`src/rtl/prefetch_queue.sv`:
```
// 6502 instruction prefetch queue: streams bytes into a DEPTH-byte FIFO and presents whole 1-3 byte instructions.
// Define FETCH_STALL_CNT_EN to add the stall_cnt port (decoder-starved cycle counter).
`ifndef REG_WIDTH
`define REG_WIDTH 8
`endif
`ifndef ADDR_WIDTH
`define ADDR_WIDTH 16
`endif
`ifndef INSTRUCTION_BASE
`define INSTRUCTION_BASE 16'h8000
`endif

module prefetch_queue #(
  parameter int unsigned REG_WIDTH = `REG_WIDTH,
  parameter int unsigned ADDR_WIDTH = `ADDR_WIDTH,
  parameter int unsigned DEPTH = 4,
  parameter logic [ADDR_WIDTH-1:0] RESET_PC = ADDR_WIDTH'(`INSTRUCTION_BASE)
) (
  input  logic                  phi1,
  input  logic                  reset_n,
`ifdef FETCH_STALL_CNT_EN
  output logic [15:0]           stall_cnt,
`endif
  input  logic                  redirect,
  input  logic [ADDR_WIDTH-1:0] redirect_pc,
  output logic                  mem_req,
  output logic [ADDR_WIDTH-1:0] mem_addr,
  input  logic                  mem_gnt,
  input  logic [REG_WIDTH-1:0]  mem_data,
  output logic                  instr_valid,
  input  logic                  instr_ready,
  output logic [REG_WIDTH-1:0]  instr_opcode,
  output logic [REG_WIDTH-1:0]  instr_op_lo,
  output logic [REG_WIDTH-1:0]  instr_op_hi,
  output logic [1:0]            instr_len,
  output logic [ADDR_WIDTH-1:0] instr_pc
);

  localparam int unsigned PW = $clog2(DEPTH);
  localparam int unsigned CW = $clog2(DEPTH + 1);
  localparam int unsigned SW = CW + 1;

  typedef enum logic [1:0] {S_FILL, S_FULL, S_FLUSH} state_t;

  state_t                  state, n_state;
  logic [ADDR_WIDTH-1:0]   fetch_pc, n_fetch_pc;
  logic [ADDR_WIDTH-1:0]   head_pc, n_head_pc;
  logic [PW-1:0]           head_ptr, n_head_ptr;
  logic [PW-1:0]           tail_ptr, n_tail_ptr;
  logic [CW-1:0]           count, n_count;
  logic                    inflight, n_inflight;
  logic                    n_mem_req;
  logic                    wr_en;
  logic [SW-1:0]           n_fill;
  logic [REG_WIDTH-1:0]    fifo [DEPTH];
  logic [PW-1:0]           idx1, idx2;
  logic [REG_WIDTH-1:0]    head_op;
  logic [1:0]              head_len;
  logic                    pop, gnt;

  // Instruction length from the 6502 opcode map (cc = op[1:0], bbb = op[4:2]).
  function automatic logic [1:0] decode_len(input logic [REG_WIDTH-1:0] op);
    logic [1:0] cc;
    logic [2:0] bbb;
    cc  = op[1:0];
    bbb = op[4:2];
    case (bbb)
      3'd3, 3'd7:       decode_len = 2'd3;
      3'd6:             decode_len = (cc == 2'b01) ? 2'd3 : 2'd1;
      3'd2:             decode_len = (cc == 2'b01) ? 2'd2 : 2'd1;
      3'd1, 3'd4, 3'd5: decode_len = 2'd2;
      default: begin
        if (op == REG_WIDTH'(8'h20))
          decode_len = 2'd3;
        else if (op == REG_WIDTH'(8'h00) || op == REG_WIDTH'(8'h40) || op == REG_WIDTH'(8'h60))
          decode_len = 2'd1;
        else
          decode_len = 2'd2;
      end
    endcase
  endfunction

  assign idx1     = head_ptr + PW'(1);
  assign idx2     = head_ptr + PW'(2);
  assign head_op  = fifo[head_ptr];
  assign head_len = decode_len(head_op);

  assign instr_valid  = (count != '0) && (count >= CW'(head_len));
  assign instr_opcode = head_op;
  assign instr_op_lo  = (head_len >= 2'd2) ? fifo[idx1] : '0;
  assign instr_op_hi  = (head_len == 2'd3) ? fifo[idx2] : '0;
  assign instr_len    = head_len;
  assign instr_pc     = head_pc;

  assign pop   = instr_valid && instr_ready;
  assign gnt   = mem_req && mem_gnt;
  assign wr_en = inflight && !redirect;

  // Next-state: redirect overrides everything, including a same-cycle pop and a returning byte.
  always_comb begin
    n_state    = state;
    n_fetch_pc = fetch_pc;
    n_head_pc  = head_pc;
    n_head_ptr = head_ptr;
    n_tail_ptr = tail_ptr;
    n_count    = count;
    n_inflight = inflight;
    if (redirect) begin
      n_state    = S_FLUSH;
      n_fetch_pc = redirect_pc;
      n_head_pc  = redirect_pc;
      n_head_ptr = '0;
      n_tail_ptr = '0;
      n_count    = '0;
      n_inflight = 1'b0;
    end else begin
      n_inflight = gnt;
      if (gnt) n_fetch_pc = fetch_pc + ADDR_WIDTH'(1);
      if (wr_en) n_tail_ptr = tail_ptr + PW'(1);
      if (pop) begin
        n_head_ptr = head_ptr + PW'(head_len);
        n_head_pc  = head_pc + ADDR_WIDTH'(head_len);
      end
      n_count = count + CW'(inflight) - (pop ? CW'(head_len) : CW'(0));
    end
    n_fill = SW'(n_count) + SW'(n_inflight);
    if (!redirect) begin
      if (state == S_FLUSH)
        n_state = S_FILL;
      else
        n_state = (n_fill == SW'(DEPTH)) ? S_FULL : S_FILL;
    end
    n_mem_req = (n_state == S_FILL) && (n_fill < SW'(DEPTH));
  end

  always_ff @(posedge phi1 or negedge reset_n) begin
    if (!reset_n) begin
      state    <= S_FILL;
      fetch_pc <= RESET_PC;
      head_pc  <= RESET_PC;
      head_ptr <= '0;
      tail_ptr <= '0;
      count    <= '0;
      inflight <= 1'b0;
      mem_req  <= 1'b0;
      mem_addr <= RESET_PC;
      for (int i = 0; i < int'(DEPTH); i++) fifo[i] <= '0;
    end else begin
      state    <= n_state;
      fetch_pc <= n_fetch_pc;
      head_pc  <= n_head_pc;
      head_ptr <= n_head_ptr;
      tail_ptr <= n_tail_ptr;
      count    <= n_count;
      inflight <= n_inflight;
      mem_req  <= n_mem_req;
      mem_addr <= n_fetch_pc;
      if (wr_en) fifo[tail_ptr] <= mem_data;
    end
  end

`ifdef FETCH_STALL_CNT_EN
  // Cycles the decoder wanted an instruction but none was ready; saturating, survives redirects.
  always_ff @(posedge phi1 or negedge reset_n) begin
    if (!reset_n)
      stall_cnt <= '0;
    else if (instr_ready && !instr_valid && stall_cnt != 16'hFFFF)
      stall_cnt <= stall_cnt + 16'd1;
  end
`endif

endmodule
```
`config.mk`:
```
export PLATFORM = sky130hd
export DESIGN_NAME = prefetch_queue
export DESIGN_NICKNAME = d
export VERILOG_FILES = /design/src/rtl/prefetch_queue.sv
export SDC_FILE = /design/constraint.sdc
export NUM_CORES = 1
export LEC_CHECK = 0
export CELL_PAD_IN_SITES_DETAIL_PLACEMENT = 1
export CELL_PAD_IN_SITES_GLOBAL_PLACEMENT = 2
export CORE_UTILIZATION = 37
export DETAILED_ROUTE_END_ITERATION = 12
export GPL_TIMING_DRIVEN = 0
export PLACE_DENSITY_LB_ADDON = 0.3
export SYNTH_ARGS = -nofsm -noshare
export SYNTH_HDL_FRONTEND = slang
export SYNTH_SLANG_ARGS = --single-unit
```
`constraint.sdc`:
```
create_clock -name phi1 -period 9.9 [get_ports phi1]
set_input_delay 1.485 -clock phi1 [delete_from_list [all_inputs] [get_ports phi1]]
set_output_delay 1.485 -clock phi1 [all_outputs]
set_load 0.005 [all_outputs]
```
==> results of run 1 <==
[area by class of cell]
type	count	area [sq um]	area share
Tap cell	143	179	0.0305
Timing Repair Buffer	89	898	0.153
Inverter	17	63.8	0.0109
Sequential cell	73	1830	0.312
Clock buffer	16	272	0.0463
Multi-Input combinational cell	277	2540	0.433
Buffer	15	85.1	0.0145
[flip-flops by register name, summed over array words and instances (netlist names)]
register	flops
fifo	32
fetch_pc	16
instr_pc	16
count	3
head_ptr	2
tail_ptr	2
inflight	1
mem_req	1
[routing by layer]
layer	share of wire	up-vias	GRT usage
met2	0.48	64	0.338
li1	-	1605	-
met3	0.038	14	0.0535
met1	0.47	1772	0.285
met4	0.011	0	0.0533
met5	0	-	0
[cells in the mapped netlist, drive strengths merged, types with 3 or more instances]
library cell / number
a211oi: 4
a21oi: 13
a31oi: 5
and3: 11
buf: 8
clkbuf: 7
dfrtp: 71
ha: 15
inv: 17
mux2: 53
mux2i: 6
mux4: 21
nand2: 18
nand2b: 4
nand3: 7
nand4: 10
nor2: 25
nor2b: 11
nor3: 6
nor4: 4
o21a: 3
o21ai: 8
or3: 4
xnor2: 13
xor2: 12
[final timing paths]
| path | start | end | cells after the start |
|---|---|---|---|
| max in group asynchronous | reset_n | fetch_pc[9]$_DFFE_PN0P_ | 2 |
| max | head_ptr[0]$_DFFE_PN0P_ | mem_req$_DFF_PN0_ | 21 |
| min | fifo[5]$_DFFE_PN0P_ | fifo[5]$_DFFE_PN0P_ | 1 |
| min reg2reg | fifo[5]$_DFFE_PN0P_ | fifo[5]$_DFFE_PN0P_ | 1 |
| max reg2reg | head_ptr[0]$_DFFE_PN0P_ | mem_req$_DFF_PN0_ | 21 |
| min in group asynchronous | reset_n | fifo[25]$_DFFE_PN0P_ | 1 |
[cells by family (layout without fill, tap and decap cells)]
group	Yosys count	count (layout)
AO/OA/AOI/OAI	45	45
XOR/XNOR	25	25
adder cells (fa/ha/maj)	17	17
buffers and inverters	32	137
AND/OR/NAND/NOR	110	110
multiplexers	80	80
flip-flops	73	73
[where the power goes]
part	leakage (nW)	internal, mW	switching [mW]
Sequential	0.913	0.356	0.0622
Combinational	1.39	0.367	0.361
Clock	0.131	0.184	0.119
[metrics by stage]
stage | total power [mW] | hold slack (ns) | util | cell area (sq um) | std cells
6_report | 1.45 | 0.528 | 0.503 | 5860 | 630
5_1_grt | 1.55 | 0.554 | 0.503 | 5860 | 630
2_1_floorplan | 0.850 | 0.488 | - | 4510 | 382
3_3_place_gp | 1.13 | 0.512 | 0.478 | 5570 | 613
3_5_place_dp | 1.15 | 0.516 | 0.479 | 5590 | 614
4_1_cts | 1.47 | 0.531 | 0.503 | 5860 | 630
==> results.ini, run 1 <==
[die]
pin_count=89
core_sq_um=11700
die_y_microns=112
dieArea_sq_um=12600
rows=39
chipWidth_microns=112
start_util=0.387

[logic_synthesis]
synthTopCellsByArea=dfrtp_1, mux2_2, mux4_2, ha_1, xnor2_1
synth_compound_area_frac=0.0754
synth_top_family_by_area=multiplexers
synth_area_leader_cell=dfrtp_1
avgSynthCellArea_sq_um=11.8
async_flop_share=1.00
yosysTopAreaCellShare=0.394
ys_ff_latch=73
synth.cell_area_sq_um=4510
yosys.area_share.xor_xnor=0.0485
synth.distinct_cells=54
syn_inst=382
syn_nets=428
ys_seq_area_frac=0.405
synth-simple-area-share=0.136
yosysWarnings=0
synth_mux_area_frac=0.252
synthFlopType=dfrtp_1
yosys.area_share.adder=0.0504
synth_edf_count=0

[timing]
fmax_mhz=178
fin_ws_ns=4.27
tns_ns=0
setup-violations-final=0
period_share=0.568
hold_viol=0
fin_crit_ns=5.63
maxSlewHeadroom=0.475
fin_skew_ns=0.00486
max_slew.worst_pin.slew_ns=0.787
drv_slew=0
rsz0062_at_grt=false

[global_routing]
antenna_found_initial=0
grt_pass1_vias=3730
grt_pass1_wl_microns=20200
grt_util_all_layers=0.210
grt-ovfl-total=0
grt_max_degree=38

[clock_network]
cts_root_buf=clkbuf_16
cts_tree=done
postCtsSetupBuffers=0
cts_buffers=9
clk_pin_slew_ns=0.06
cts-resized-gates=0
insertion_delay_ns=0.34
cts.htree.levels=3
cts_hold_buf=0
ctsLongestPathBuffers=2
cts.sinks=73

[routing]
firstDrtPassIters=4
wl_per_cell_microns=19.3
wl_microns=12200
antenna_left=0
vias=3455
vias_per_cell=5.48
drc=0
drt_iter0_drc=177

[final_layout]
final_common_cell=clkdlybuf4s50_1
fillCellCount=1239
drive_gt1_frac=0.234
syn2layout_area_growth_pct=29.9
fin_nets=528
layout_common_cells=clkdlybuf4s50_1, dfrtp_1, mux2_2
diodes=0

[placement]
hpwl_microns=9010
port_buffers=88
pre_cts_ws_ns=4.26
place.gp.congestion=0.744

[setup_path]
path_cells=buf_6, mux4_2, nor2_2, a21o_1, a21boi_2, ha_1, nand2b_1, a211oi_1, clkbuf_1, nor2_1, and2_1, ha_1, inv_1, ha_1, inv_1, fa_1, nor2_1, ha_1, o21ai_0, mux2_2, nor2_1
crit_family=adder cells
cpMostUsedCell=ha_1
cp-start-kind=register
worst-path-buf-inv=4
worstPathMaxFanout=10
slowest_stage=mux4_2
slowest_delay_ns=0.64
critPathKind=reg2reg
end_kind=register
crit_arrival_ns=5.89
rrSetupSlack_ns=4.27
required_ns=10.17

[run]
drv_cap=0

[pwr]
ir_drop_mv=0.111
p_per_area_nw_per_um2=247
p_leak_nw=2.43

[run_status]
status=completed

[hold_path]
worstHoldPathType=reg2reg

No activity file was read; power rests on OpenSTA's default activity.
==> run 2: changes to the inputs <==
--- a/config.mk
+++ b/config.mk
@@ -7,7 +7,7 @@
 export LEC_CHECK = 0
 export CELL_PAD_IN_SITES_DETAIL_PLACEMENT = 1
 export CELL_PAD_IN_SITES_GLOBAL_PLACEMENT = 2
-export CORE_UTILIZATION = 37
+export CORE_UTILIZATION = 34
 export DETAILED_ROUTE_END_ITERATION = 12
 export GPL_TIMING_DRIVEN = 0
 export PLACE_DENSITY_LB_ADDON = 0.3
==> constraint.sdc (replaced) <==
create_clock -name phi1 -period 5.6 [get_ports phi1]
set_input_delay 0.84 -clock phi1 [delete_from_list [all_inputs] [get_ports phi1]]
set_output_delay 0.84 -clock phi1 [all_outputs]
set_load 0.005 [all_outputs]
==> run 2 against run 1 <==
Against the previous run: clock skew is 0.0015 ns higher; sequential cell count stayed put; largest power group unchanged; largest cell class unchanged; critical endpoint unchanged; routed wire length is 3.2% higher; hold slack worse by 0.11 ns; highest routed layer unchanged; register-to-register slack worse by 3.8 ns.
==> results.ini, run 2 (synthesized netlist as in run 1, its figures left out) <==
[run_status]
status=completed  ; unchanged

[global_routing]
grt_max_degree=50  ; was 38
grt-ovfl-total=0  ; unchanged
grt_util_all_layers=0.202  ; was 0.210
grt_pass1_wl_microns=20600  ; was 20200 microns
grt_pass1_vias=3749  ; was 3730
antenna_found_initial=0  ; unchanged

[timing]
maxSlewHeadroom=0.427  ; was 0.475
period_share=0.920  ; was 0.568
fin_ws_ns=0.448  ; was 4.27 ns
fin_skew_ns=0.00632  ; was 0.00486 ns
fmax_mhz=194  ; was 178 MHz
setup-violations-final=0  ; unchanged
hold_viol=0  ; unchanged
tns_ns=0  ; unchanged
max_slew.worst_pin.slew_ns=0.860  ; was 0.787 ns
drv_slew=0  ; unchanged
rsz0062_at_grt=false  ; unchanged
fin_crit_ns=5.15  ; was 5.63 ns

[placement]
place.gp.congestion=0.756  ; was 0.744
placed_cells=643  ; was 614
hpwl_microns=9270  ; was 9010 microns
port_buffers=88  ; unchanged
pre_cts_ws_ns=0.111  ; was 4.26 ns

[die]
core_sq_um=12800  ; was 11700 sq um
chipWidth_microns=117  ; was 112 microns
die_y_microns=117  ; was 112 microns
pin_count=89  ; unchanged
dieArea_sq_um=13700  ; was 12600 sq um
start_util=0.353  ; was 0.387
rows=41  ; was 39

[pwr]
ir_drop_mv=0.223  ; was 0.111 mV
p_leak_nw=2.45  ; was 2.43 nW
p_per_area_nw_per_um2=439  ; was 247 nW/um^2

[setup_path]
path_cells=buf_6, buf_12, mux4_2, nor2_2, a21o_1, a21boi_4, ha_1, nand2b_1, a211oi_2, clkbuf_2, nor2_1, and2_1, ha_1, inv_1, ha_1, inv_1, fa_1, nor2_1, ha_1, o21ai_0, mux2_2, nor2_1  ; was buf_6, mux4_2, nor2_2, a21o_1, a21boi_2, ha_1, nand2b_1, a211oi_1, clkbuf_1, nor2_1, and2_1, ha_1, inv_1, ha_1, inv_1, fa_1, nor2_1, ha_1, o21ai_0, mux2_2, nor2_1
slowest_delay_ns=0.55  ; was 0.64 ns
reg2reg_from=head_ptr[0]$_DFFE_PN0P_  ; unchanged
worst-path-buf-inv=5  ; was 4
reg2regPathDepth=22  ; was 21
critPathKind=reg2reg  ; unchanged
required_ns=5.86  ; was 10.17 ns
end_kind=register  ; unchanged
cp-start-kind=register  ; unchanged
slowest_stage=mux4_2  ; unchanged
cpMostUsedCell=ha_1  ; unchanged
timing.rr.end=mem_req$_DFF_PN0_  ; unchanged
worstPathMaxFanout=10  ; unchanged
rrSetupSlack_ns=0.45  ; was 4.27 ns
crit_arrival_ns=5.41  ; was 5.89 ns
crit_family=adder cells  ; unchanged

[run]
drv_cap=0  ; unchanged

[final_layout]
syn2layout_area_growth_pct=31.3  ; was 29.9%
fin_nets=528  ; unchanged
final_cells=659  ; was 630
drive_gt1_frac=0.244  ; was 0.234
diodes=0  ; unchanged
fillCellCount=1382  ; was 1239
regArea_sq_um=1830  ; unchanged
final_common_cell=clkdlybuf4s50_1  ; unchanged
largest_register_ffs=32  ; unchanged
layout_common_cells=clkdlybuf4s50_1, dfrtp_1, mux2_2  ; unchanged
multi_input_area_sq_um=2550  ; was 2540 sq um
top_register=fifo  ; unchanged

[routing]
vias_per_cell=5.26  ; was 5.48
wl_microns=12600  ; was 12200 microns
wl_per_cell_microns=19.1  ; was 19.3 microns
antenna_left=0  ; unchanged
drc=0  ; unchanged
drt_iter0_drc=118  ; was 177
vias=3469  ; was 3455
firstDrtPassIters=4  ; unchanged

[clock_network]
clk_pin_slew_ns=0.05  ; was 0.06 ns
cts_buffers=9  ; unchanged
cts_hold_buf=0  ; unchanged
cts_root_buf=clkbuf_16  ; unchanged
cts.htree.levels=3  ; unchanged
insertion_delay_ns=0.33  ; was 0.34 ns
cts.sinks=73  ; unchanged
cts_tree=done  ; unchanged
ctsLongestPathBuffers=2  ; unchanged

[hold_path]
worstHoldPathType=in2async  ; was reg2reg

==> run 2: worst reg2reg max path: stages, from the launching register on <==
cell	delay (ns)
dfrtp_1	0.36
buf_6	0.17
buf_12	0.16
mux4_2	0.55
nor2_2	0.17
a21o_1	0.21
a21boi_4	0.30
ha_1	0.27
nand2b_1	0.20
a211oi_2	0.29
clkbuf_2	0.28
nor2_1	0.18
and2_1	0.20
ha_1	0.27
inv_1	0.04
ha_1	0.17
inv_1	0.06
fa_1	0.43
nor2_1	0.17
ha_1	0.18
o21ai_0	0.07
mux2_2	0.26
nor2_1	0.09
==> run 2: how the worst max path moves through the flow <==
stage	slack, ns	endpoint	startpoint	cells after the start
after floorplan	0.85	mem_req$_DFF_PN0_	head_ptr[0]$_DFFE_PN0P_	22
after global placement	0.12	mem_req$_DFF_PN0_	head_ptr[0]$_DFFE_PN0P_	22
after detailed placement	0.11	mem_req$_DFF_PN0_	head_ptr[0]$_DFFE_PN0P_	22
after CTS	0.05	mem_req$_DFF_PN0_	head_ptr[0]$_DFFE_PN0P_	22
after global routing	0.07	mem_req$_DFF_PN0_	head_ptr[0]$_DFFE_PN0P_	22
final	0.45	mem_req$_DFF_PN0_	head_ptr[0]$_DFFE_PN0P_	22
==> run 2: per-stage QoR <==
step	hold slack [ns]	util	cell area (sq um)	total power, mW
after floorplan	0.488	-	4510	1.50
after global placement	0.502	0.439	5610	2.01
after detailed placement	0.517	0.441	5640	2.04
after CTS	0.428	0.463	5910	2.60
after global routing	0.442	0.464	5930	2.78
final	0.423	0.464	5930	2.60
==> run 2: power by group <==
group          internal [mW]  total [mW]  switching, mW
Clock                  0.322       0.537          0.215
Combinational          0.668        1.33          0.659
Sequential             0.629       0.740          0.111
Total                   1.62        2.60          0.985
==> run 2: cell type report <==
cell class / instances / area share
Clock buffer: 13 / 0.0439
Sequential cell: 73 / 0.309
Timing Repair Buffer: 89 / 0.153
Clock inverter: 3 / 0.00253
Buffer: 15 / 0.0146
Inverter: 17 / 0.0108
Multi-Input combinational cell: 277 / 0.431
Tap cell: 172 / 0.0363
==> run 2: timing repair <==
| action | CTS | global route |
|---|---|---|
| buffers inserted | 0 | 0 |
| resized for setup | 0 | 5 |
| setup endpoints to repair | 0 | 1 |
==> run 2: routing by layer <==
layer | track usage | up-vias | share of wire
met4 | 0.0717 | 0 | 0.016
met5 | 0 | - | 0
met3 | 0.0314 | 12 | 0.037
met2 | 0.323 | 78 | 0.47
met1 | 0.277 | 1771 | 0.48
li1 | - | 1608 | -
==> variant, RTL diff (config.mk and constraints of run 2) <==
Set the parameter `DEPTH` to 2 (it was 4).
--- a/src/rtl/prefetch_queue.sv
+++ b/src/rtl/prefetch_queue.sv
@@ -13,7 +13,7 @@
 module prefetch_queue #(
   parameter int unsigned REG_WIDTH = `REG_WIDTH,
   parameter int unsigned ADDR_WIDTH = `ADDR_WIDTH,
-  parameter int unsigned DEPTH = 4,
+  parameter int unsigned DEPTH = 2,
   parameter logic [ADDR_WIDTH-1:0] RESET_PC = ADDR_WIDTH'(`INSTRUCTION_BASE)
 ) (
   input  logic                  phi1,
Behaviour: not the same (Yosys sat finds a counterexample within 4 cycles, from zero or initial values and one cycle with reset_n low).
==> variant against run 2 <==
  * Cell count fell by 18%
  * Combinational power is 65% lower
  * Total power fell by 53%
  * Count of clock-buffer cells in the layout down 7
  * Worst setup slack improved by 0.54 ns
  * Final area shrank 25%
  * Largest cell class unchanged
  * Sequential cell count fell by 17
  * Critical path type unchanged
  * Routed wire length down 29%
  * Highest routed layer unchanged
  * Area after synthesis decreased by 27%
==> variant: results <==
group,metric,value,unit
finish,nFillCells,1081,
timing,slew_headroom,44.73,%
routing,drt_iter0_markers,48,
synth,synth_cell_types,42,
finish,nets,451,
grt,grtUsageMet2,32.56,%
worst_setup_path,worst_path_largest_cell_delay,0.45,ns
grt,grt_max_degree,34,
worst_setup_path,r2r_slack,0.99,ns
pwr,swShare,32.46,%
cts,worst_skew_pair.late_latency,0.31,ns
synth,syn_nets,355,
pwr,vdd_drop_max,0.1175,mV
worst_setup_path,arrival,4.82,ns
cts,cts-buffers-inserted,5,
place,place_congestion,0.7895,
grt,grtUsageMet1,25.26,%
grt,grt_pass1_wl,14870,um
grt,track_usage,19.11,%
synth,ys_top_cells_by_count,"dfrtp_1, nor2_1, mux2_2, nand3_1, xor2_1",
routing,wl_per_cell,16.42,um
cts,h-tree-depth,2,
routing,vias,2667,
pwr,leakage,1.827,nW
timing,clock-skew-final,0.005389,ns
finish,drive_above_1_share,13.11,%
status,status,"finished, final reports clean",
[variant: cell types whose count changed after synthesis, moves of 7 or more]
cell / before / now
mux2i_1: 6 / 15
a21boi_0: 0 / 11
mux4_2: 20 / 0
nand3_1: 7 / 24
nand2_1: 17 / 8
nor2b_2: 7 / 0
nor2_1: 23 / 30
dfrtp_1: 71 / 54
nand2b_1: 4 / 11
mux2_2: 52 / 29
[variant: power groups by stage]
stage	Combinational, W	Sequential, W	Clock (W)
finish	0.000465	0.000529	0.000237
global route	0.000516	0.000541	0.000264
CTS	0.000474	0.000530	0.000247
detailed placement	0.000470	0.000537	0
global placement	0.000459	0.000535	0
floorplan	0.000225	0.000520	0
[variant: cell type report]
class,count,area share (%)
buffer,11,1.269
clock buffer,6,1.862
clock inverter,2,0.3103
inverter,13,1.100
multi-input combinational,235,39.97
sequential,56,31.65
tap,129,3.639
timing repair buffer,89,20.20
[variant: metal layers]
| layer | wire [um] | share of wire (%) |
|---|---|---|
| met5 | 0 | 0 |
| met1 | 4127 | 46 |
| met3 | 366 | 4.1 |
| met2 | 4302 | 48 |
| met4 | 86 | 0.97 |
[variant: metrics by stage]
step / instance area [um^2] / setup WS (ns) / total power [W] / std cells / util, %
finish: 4436 / 0.9854 / 0.001230 / 541 / 47.78
detailed placement: 4339 / 0.9913 / 0.001008 / 533 / 46.74
floorplan: 3282 / 1.498 / 0.0007454 / 315 / -
global placement: 4324 / 1.058 / 0.0009943 / 532 / 46.58
global route: 4436 / 0.5970 / 0.001320 / 541 / 47.78
CTS: 4436 / 0.9484 / 0.001250 / 541 / 47.78
[variant: worst max-delay path, delay by kind of cell, from the launching register on]
kind            cells  cell delay (ns)
compound gates      4             0.82
xor+xnor            2             0.32
fa+ha+maj           4             1.02
buf+inv             3             0.40
flops               1             0.45
mux                 1             0.33
simple gates        7             1.18
[variant: logic make-up (layout without fill, tap and decap cells)]
family          after synthesis  after routing  share of synthesized area [%]
fa+ha+maj                    11             11                          4.422
flops                        56             56                          42.78
compound gates               34             34                          7.205
simple gates                114            114                          19.33
xor+xnor                     32             32                          8.540
mux                          44             44                          14.53
buf+inv                      24            121                          3.202
[variant: worst min-delay path by stage]
stage | startpoint | to | slack (ns) | depth (start not counted)
after global routing | reset_n | fifo[9] | 0.56 | 1
after detailed placement | state[1] | state[0] | 0.55 | 3
final | reset_n | fifo[9] | 0.52 | 1
after CTS | reset_n | instr_pc[10] | 0.54 | 1
after global placement | state[1] | state[0] | 0.53 | 3
after floorplan | state[1] | state[0] | 0.50 | 3
